$ cat config.mk
export PLATFORM = sky130hd
export DESIGN_NAME = vga_v_timing
export DESIGN_NICKNAME = d
export VERILOG_FILES = /design/src/rtl/vga_v_timing.sv
export SDC_FILE = /design/constraint.sdc
export NUM_CORES = 1
export LEC_CHECK = 0
export ABC_AREA = 0
export BUFFER_PORTS_ARGS = -buffer_cell sky130_fd_sc_hd__clkbuf_2
export CAP_MARGIN = 40
export CORE_UTILIZATION = 45
export CTS_CLUSTER_SIZE = 24
export DETAILED_ROUTE_END_ITERATION = 8
export HOLD_SLACK_MARGIN = 0.1
export PLACE_DENSITY = 0.71
export SYNTH_ARGS = -nofsm -noshare
export SYNTH_HDL_FRONTEND = slang
export SYNTH_SLANG_ARGS = --single-unit
$ cat constraint.sdc
create_clock -name pclk -period 4.13 [get_ports pclk]
set_clock_uncertainty 0.15 [all_clocks]
set_input_delay 0.2065 -clock pclk [delete_from_list [all_inputs] [get_ports pclk]]
set_output_delay 0.2065 -clock pclk [all_outputs]
set_load 0.005 [all_outputs]
$ cat src/rtl/vga_v_timing.sv
// Vertical timing stage: line counter plus registered h/v sync, blank and frame-start decode.
// Latency: every output is the decode of hcount_in and the line count from one pclk earlier.
// Backpressure: none; free-running raster pipeline, consumes one hcount_in every pclk.
module vga_v_timing #(
  parameter int unsigned H_VISIBLE    = 800,
  parameter int unsigned H_SYNC_START = 840,
  parameter int unsigned H_SYNC_LEN   = 128,
  parameter int unsigned H_TOTAL      = 1056,
  parameter int unsigned V_VISIBLE    = 600,
  parameter int unsigned V_SYNC_START = 601,
  parameter int unsigned V_SYNC_LEN   = 4,
  parameter int unsigned V_TOTAL      = 628
) (
  input  logic        pclk,
  input  logic        rst_n,
  input  logic [10:0] hcount_in,
  input  logic        end_of_line,
  output logic [10:0] hcount,
  output logic [10:0] vcount,
  output logic        hsync,
  output logic        vsync,
  output logic        hblank,
  output logic        vblank,
  output logic        frame_start
);

  // All compares are done on unsigned 11-bit values, matching the count width.
  localparam logic [10:0] H_VIS_W   = 11'(H_VISIBLE);
  localparam logic [10:0] H_SS_W    = 11'(H_SYNC_START);
  localparam logic [10:0] H_SE_W    = 11'(H_SYNC_START + H_SYNC_LEN);
  localparam logic [10:0] H_LAST_W  = 11'(H_TOTAL - 1);
  localparam logic [10:0] V_VIS_W   = 11'(V_VISIBLE);
  localparam logic [10:0] V_SS_W    = 11'(V_SYNC_START);
  localparam logic [10:0] V_SE_W    = 11'(V_SYNC_START + V_SYNC_LEN);
  localparam logic [10:0] V_LAST_W  = 11'(V_TOTAL - 1);

  logic        eol_q;
  logic [10:0] v_cnt;
  logic        line_adv;
  logic        hsync_d;
  logic        hblank_d;
  logic        vsync_d;
  logic        vblank_d;
  logic        fs_d;

  // Delay the early end-of-line strobe so it coincides with the last pixel of the line.
  always_ff @(posedge pclk or negedge rst_n) begin
    if (!rst_n) begin
      eol_q <= 1'b0;
    end else begin
      eol_q <= end_of_line;
    end
  end

  // Advance only when the strobe and the last-pixel count agree; a stuck or stray strobe
  // therefore yields at most one advance per line.
  always_comb begin
    line_adv = eol_q && (hcount_in == H_LAST_W);
  end

  // Line counter steps on the edge where upstream hcount wraps to 0; any out-of-range
  // value falls back to line 0 on the next advance.
  always_ff @(posedge pclk or negedge rst_n) begin
    if (!rst_n) begin
      v_cnt <= 11'd0;
    end else if (line_adv) begin
      if (v_cnt >= V_LAST_W) begin
        v_cnt <= 11'd0;
      end else begin
        v_cnt <= v_cnt + 11'd1;
      end
    end
  end

  // Decode the raster phase from the consistent (hcount_in, v_cnt) pair.
  always_comb begin
    hsync_d  = (hcount_in >= H_SS_W) && (hcount_in < H_SE_W);
    hblank_d = (hcount_in >= H_VIS_W);
    vsync_d  = (v_cnt >= V_SS_W) && (v_cnt < V_SE_W);
    vblank_d = (v_cnt >= V_VIS_W);
    fs_d     = (hcount_in == 11'd0) && (v_cnt == 11'd0);
  end

  // Register counts and decodes together so everything leaves the block aligned.
  always_ff @(posedge pclk or negedge rst_n) begin
    if (!rst_n) begin
      hcount      <= 11'd0;
      vcount      <= 11'd0;
      hsync       <= 1'b0;
      vsync       <= 1'b0;
      hblank      <= 1'b0;
      vblank      <= 1'b0;
      frame_start <= 1'b0;
    end else begin
      hcount      <= hcount_in;
      vcount      <= v_cnt;
      hsync       <= hsync_d;
      vsync       <= vsync_d;
      hblank      <= hblank_d;
      vblank      <= vblank_d;
      frame_start <= fs_d;
    end
  end

endmodule

==> results of run 1 <==
cells in the final DEF (no fill, tap or decap), types with 2 or more instances in the layout:
master,netlist,final
o21a_1,2,2
o21ai_0,6,6
a2bb2oi_1,5,5
nand4_1,3,3
nand2b_1,4,4
clkbuf_2,0,40
or3_1,3,3
dlygate4sd3_1,0,13
dfrtp_1,39,39
nand2_1,11,11
clkbuf_4,0,5
o21ai_1,4,4
nor2_1,2,2
ha_1,3,3
nor4_1,3,3
nand3_1,4,4
nor3_1,6,6
inv_1,2,2
bufinv_16,0,2
or4_1,2,2
and3_1,2,2
stage by stage:
stage                     power (mW)  instances  setup WS [ps]
after global placement         0.427        203           1490
after CTS                      0.748        225           1420
final                          0.745        225           1400
after detailed placement       0.432        204           1460
after floorplan                0.404        125           1660
after global routing           0.773        225           1280
power breakdown:
part / internal, mW / switching, mW
registers: 0.389 / 0.00269
logic: 0.0219 / 0.0210
clock network: 0.189 / 0.122
cell families (layout without fill, tap and decap cells):
family	after synthesis	in the layout	synth area share
xor+xnor	1	1	0.00564
fa+ha+maj	3	3	0.0242
flops	39	39	0.629
simple gates	45	45	0.163
compound gates	28	28	0.136
buf+inv	8	64	0.0363
mux	1	1	0.00645
sequential cells by signal, summed over array words and instances (netlist names):
register / count
eol_q: 1
frame_start: 1
hblank: 1
hcount: 11
hsync: 1
v_cnt: 11
vblank: 1
vcount: 11
vsync: 1
area by class of cell:
class | instances | area, um2 | share of cell area
Tap cell | 44 | 55.1 | 0.0273
Multi-Input combinational cell | 78 | 520 | 0.258
Inverter | 2 | 7.51 | 0.00372
Timing Repair Buffer | 54 | 358 | 0.177
Clock inverter | 2 | 60.1 | 0.0298
Clock buffer | 6 | 41.3 | 0.0205
Sequential cell | 39 | 976 | 0.484
worst max-delay path, cell delays in order (launching register included):
cell and delay [ps]:
dfrtp_1 490, ha_1 300, a2111o_1 360, a311o_1 450, or4_1 620, o31ai_1 280
metal layers:
metal,share of wire,wire length [um],track usage
met5,0,0,0
met4,0.032,107,0.110
met3,0.060,203,0.0597
met2,0.48,1630,0.334
met1,0.43,1440,0.257
timing repair:
| action | CTS | global route |
|---|---|---|
| gates resized for setup | 0 | 0 |
| hold endpoints to repair | 54 | 0 |
| hold buffers | 13 | 0 |
| endpoints found under the setup margin | 0 | 0 |
path summary, 6_finish.rpt:
kind                       cells after the start  slack, ps                   end
setup / recovery                               5       1400  v_cnt[3]$_DFFE_PN0P_
hold / removal                                 2        160  hcount[10]$_DFF_PN0_
setup reg to reg                               5       1400  v_cnt[3]$_DFFE_PN0P_
hold reg to reg                                0        380   vcount[1]$_DFF_PN0_
max in group asynchronous                      3       3200   vcount[4]$_DFF_PN0_
min in group pclk                              2        350       eol_q$_DFF_PN0_
==> impl_metrics.yaml, run 1 <==
logic_synthesis:
  synth_seq_cells: 39
  syn-num-nets: 142
  avgSynthCellArea_um2: 12.4
  syn_inst: 125
  synth_flop_cell: "dfrtp_1"
  async_reset_ff_frac: 1.00
  synth_area_um2: 1550
  synth_cell_types: 37
  synth_warnings: 0
  synth_top_area_frac: 0.629
  yosysSeqAreaShare: 0.629
  yosysMostFrequentCell: "dfrtp_1"
  synth_edf_count: 0
  netlist_top_cells_count: "dfrtp_1, nand2_1, nor3_1, o21ai_0, a2bb2oi_1"
  yosys-top-cells-area: "dfrtp_1, a2bb2oi_1, nand2_1, ha_1, buf_6"
  synth.largest_area_cell: "dfrtp_1"
route:
  dr.pass1.iters: 4
  routedWlPerCell_um: 15.0
  viasPerCell: 5.43
  wl_um: 3380
  ant_nets: 0
  drtIter0Drc: 43
  vias: 1222
  remaining_drc_errors: 0
grt:
  grt_pass1_vias: 1149
  antenna_found_initial: 0
  track_usage: 0.208
  grt.overflow.total: 0
  grt_max_degree: 26
  grt_first_pass_wirelength_um: 5370
critical_path:
  critPathRequiredTime_ps: 4240
  cp-end-kind: "register"
  cp-startpoint: "v_cnt[0]$_DFFE_PN0P_"
  crit_path_max_fanout: 10
  critPathKind: "reg -> reg"
  r2r_start: "v_cnt[0]$_DFFE_PN0P_"
  worst_setup_path_start_kind: "register"
  cp_data_arrival_time_ps: 2840
clock_tree:
  cts_buffers: 5
  h-tree-depth: 2
  cts.sinks: 39
  cts_setup_buffers: 0
  worstSkewPairLatency_ps: 350
  cts.reportedPaths.clkPinSlew_ps: 120
  cts_root_buf: "clkbuf_4"
  clockBufferDepth: 2
  cts_tree: "built"
power:
  powerDensity_nw_per_um2: 369
  ir_worst_vdd_mv: 0.225
  p_leak_nw: 0.901
finish:
  fill_cells: 247
  drive_gt1_frac: 0.287
  antennaDiodeCount: 0
  fin_nets: 197
  synthToLayoutAreaGrowth_pct: 30.0
  finish.instance_area_um2: 2020
  post-route-util: 0.640
placed_design:
  placed_cell_area_um2: 1790
  gp_congestion: 0.804
  portBuffers: 40
  dp_hpwl_um: 2150
die:
  pin_count: 41
  fp.dieW_um: 60.7
  core-area_um2: 3150
  die-area_um2: 3690
  rows: 20
  initial_core_util: 0.492
  die_h_um: 60.7
timing:
  setup_viol: 0
  fin_setup_tns_ps: 0
  whs_ps: 161
  relSlewSlack: 0.546
  rsz0062_at_grt: "no"
  hold_violations: 0
  fmax_ghz: 0.366
  min_period_ps: 2730
  post-route-period-util: 0.661
  maxSlewViolCount: 0
  tightest_slew_ps: 676
run:
  cap_violations: 0
hold_path:
  hp-class: "in -> async"
run_status:
  status: "completed"
Power figures use the tool's default switching activity.
==> run 2, diff against run 1 <==
--- a/config.mk
+++ b/config.mk
@@ -5,14 +5,14 @@
 export SDC_FILE = /design/constraint.sdc
 export NUM_CORES = 1
 export LEC_CHECK = 0
-export ABC_AREA = 0
+export ABC_AREA = 1
 export BUFFER_PORTS_ARGS = -buffer_cell sky130_fd_sc_hd__clkbuf_2
 export CAP_MARGIN = 40
 export CORE_UTILIZATION = 45
 export CTS_CLUSTER_SIZE = 24
 export DETAILED_ROUTE_END_ITERATION = 8
 export HOLD_SLACK_MARGIN = 0.1
-export PLACE_DENSITY = 0.71
+export PLACE_DENSITY = 0.7
 export SYNTH_ARGS = -nofsm -noshare
 export SYNTH_HDL_FRONTEND = slang
 export SYNTH_SLANG_ARGS = --single-unit
==> constraint.sdc (replaced) <==
create_clock -name pclk -period 2.66 [get_ports pclk]
set_clock_uncertainty 0.15 [all_clocks]
set_input_delay 0.133 -clock pclk [delete_from_list [all_inputs] [get_ports pclk]]
set_output_delay 0.133 -clock pclk [all_outputs]
set_load 0.005 [all_outputs]
==> run 2 against run 1 <==
Via count grew 21%. Synthesized area rose by 11%. Non-clock buffer count unchanged. Sequential power rose by 57%. Clock power increased by 89%. Global-route usage up 1.2 points. Largest cell class unchanged. Synthesized cell count grew 55%. First-iteration DRC count rose to 2.5 times the previous value. Register-to-register slack worse by 430 ps. Die area grew 10%. Final cell count grew 35%. Worst setup slack got worse by 440 ps.
==> impl_metrics.yaml, run 2 <==
timing:
  post-route-period-util: 0.639
  relSlewSlack: 0.665
  maxSlewViolCount: 0
  rsz0062_at_grt: "no"
  min_period_ps: 1700
  hold_violations: 0
  whs_ps: 196
  fin_setup_tns_ps: 0
  fmax_ghz: 0.588
  tightest_slew_ps: 503
  setup_viol: 0
critical_path:
  critPathKind: "in -> reg"
  cp-end-kind: "register"
  crit_path_max_fanout: 7
  worst_setup_path_start_kind: "input pin"
  critPathRequiredTime_ps: 2690
  cp_data_arrival_time_ps: 1730
finish:
  fin_nets: 272
  final_cell_mix: "nand2_1, clkbuf_2, dfrtp_1"
  post-route-util: 0.621
  final_common_cell: "nand2_1"
  synthToLayoutAreaGrowth_pct: 32.2
  finish.instance_area_um2: 2270
  fill_cells: 309
  reg_top3: "hcount: 11 flops, v_cnt: 11 flops, vcount: 11 flops"
  antennaDiodeCount: 0
  drive_gt1_frac: 0.266
route:
  routedWlPerCell_um: 13.0
  dr.pass1.iters: 4
  ant_nets: 0
  vias: 1482
  viasPerCell: 4.88
  remaining_drc_errors: 0
  wl_um: 3950
  drtIter0Drc: 108
placed_design:
  portBuffers: 40
  gp_congestion: 0.923
  placed_cell_area_um2: 2010
  dp_hpwl_um: 2710
logic_synthesis:
  netlist_top_cells_count: "nand2_1, dfrtp_1, nor2_1"
  synth_seq_cells: 39
  synth_flop_cell: "dfrtp_1"
  syn_inst: 194
  async_reset_ff_frac: 1.00
  synth_warnings: 0
  avgSynthCellArea_um2: 8.87
  yosysMostFrequentCell: "nand2_1"
  synth.largest_area_cell: "dfrtp_1"
  syn-num-nets: 211
  yosys-top-cells-area: "dfrtp_1, nand2_1, nor2_1, inv_1, nand3_1"
  yosysSeqAreaShare: 0.567
  synth_cell_types: 22
  synth_edf_count: 0
  synth_top_area_frac: 0.567
  synth_area_um2: 1720
clock_tree:
  cts.sinks: 39
  cts_buffers: 5
  worstSkewPairLatency_ps: 300
  cts_tree: "built"
  clockBufferDepth: 2
  cts.reportedPaths.clkPinSlew_ps: 80
  cts_setup_buffers: 0
  h-tree-depth: 2
  cts_root_buf: "clkbuf_8"
power:
  ir_worst_vdd_mv: 0.310
  powerDensity_nw_per_um2: 564
  p_leak_nw: 1.11
  power.total_mw: 1.28
die:
  rows: 22
  core-area_um2: 3660
  pin_count: 41
  die_h_um: 63.8
  fp.dieW_um: 63.8
  initial_core_util: 0.470
  die-area_um2: 4070
grt:
  met1_usage: 0.289
  grt_max_degree: 23
  grt_pass1_vias: 1326
  busiest_layer: "met2"
  use_met2: 0.338
  grt.overflow.total: 0
  grt_first_pass_wirelength_um: 6530
  track_usage: 0.220
  antenna_found_initial: 0
  use_met3: 0.0625
run_status:
  status: "completed"
hold_path:
  hp-class: "in -> async"
run:
  cap_violations: 0
run 2: layout make-up:
cell class	count	area [um2]	area share
sequential	39	976	0.429
multi-input combinational	130	651	0.286
timing repair buffer	54	358	0.157
inverter	25	93.8	0.0413
clock buffer	5	68.8	0.0303
clock inverter	3	67.6	0.0297
tap	48	60.1	0.0264
run 2: repair_timing:
action,CTS,global route
hold endpoints to repair,54,0
endpoints found under the setup margin,0,0
hold buffers,13,0
resized for setup,0,0
run 2: final timing paths:
check | startpoint | endpoint | slack, ps | depth (start not counted)
setup / recovery | hcount_in[5] | v_cnt[3]$_DFFE_PN0P_ | 960 | 10
hold / removal | rst_n | v_cnt[3]$_DFFE_PN0P_ | 200 | 2
setup reg to reg | v_cnt[0]$_DFFE_PN0P_ | v_cnt[8]$_DFFE_PN0P_ | 970 | 7
hold reg to reg | v_cnt[4]$_DFFE_PN0P_ | vcount[4]$_DFF_PN0_ | 320 | 0
max in group asynchronous | rst_n | hcount[5]$_DFF_PN0_ | 1700 | 3
min in group pclk | v_cnt[4]$_DFFE_PN0P_ | vcount[4]$_DFF_PN0_ | 320 | 0
run 2: layer usage:
layer,up-vias,part of all wire
met5,-,0
li1,742,-
met3,8,0.044
met1,687,0.45
met2,45,0.48
met4,0,0.020
run 2: kinds of logic (layout without fill, tap and decap cells):
group,Yosys count,count (layout),share of synthesized area
adders and majority gates,3,3,0.0218
buffers and inverters,25,87,0.0545
DFF,39,39,0.567
and+or+nand+nor,113,113,0.300
AOI/OAI and AO/OA,14,14,0.0567
run 2: per-stage QoR:
step           worst slack [ps]  instances
2_1_floorplan              1210        194
3_3_place_gp               1050        282
3_5_place_dp               1000        283
4_1_cts                     980        304
5_1_grt                     833        304
6_report                    960        304
run 2: worst max-delay path: stages:
cell           delay (ps)
dlygate4sd3_1         550
clkbuf_2              150
inv_1                  90
nand2_1                80
nor2_1                190
nand3_2               170
inv_1                 170
nand3_1                80
nand2_1                70
a21oi_1                40
run 2: power by group:
part | total (mW) | switching, mW | internal, mW
Sequential | 0.612 | 0.00624 | 0.606
Clock | 0.589 | 0.215 | 0.374
Combinational | 0.0820 | 0.0441 | 0.0380
Total | 1.28 | 0.265 | 1.02
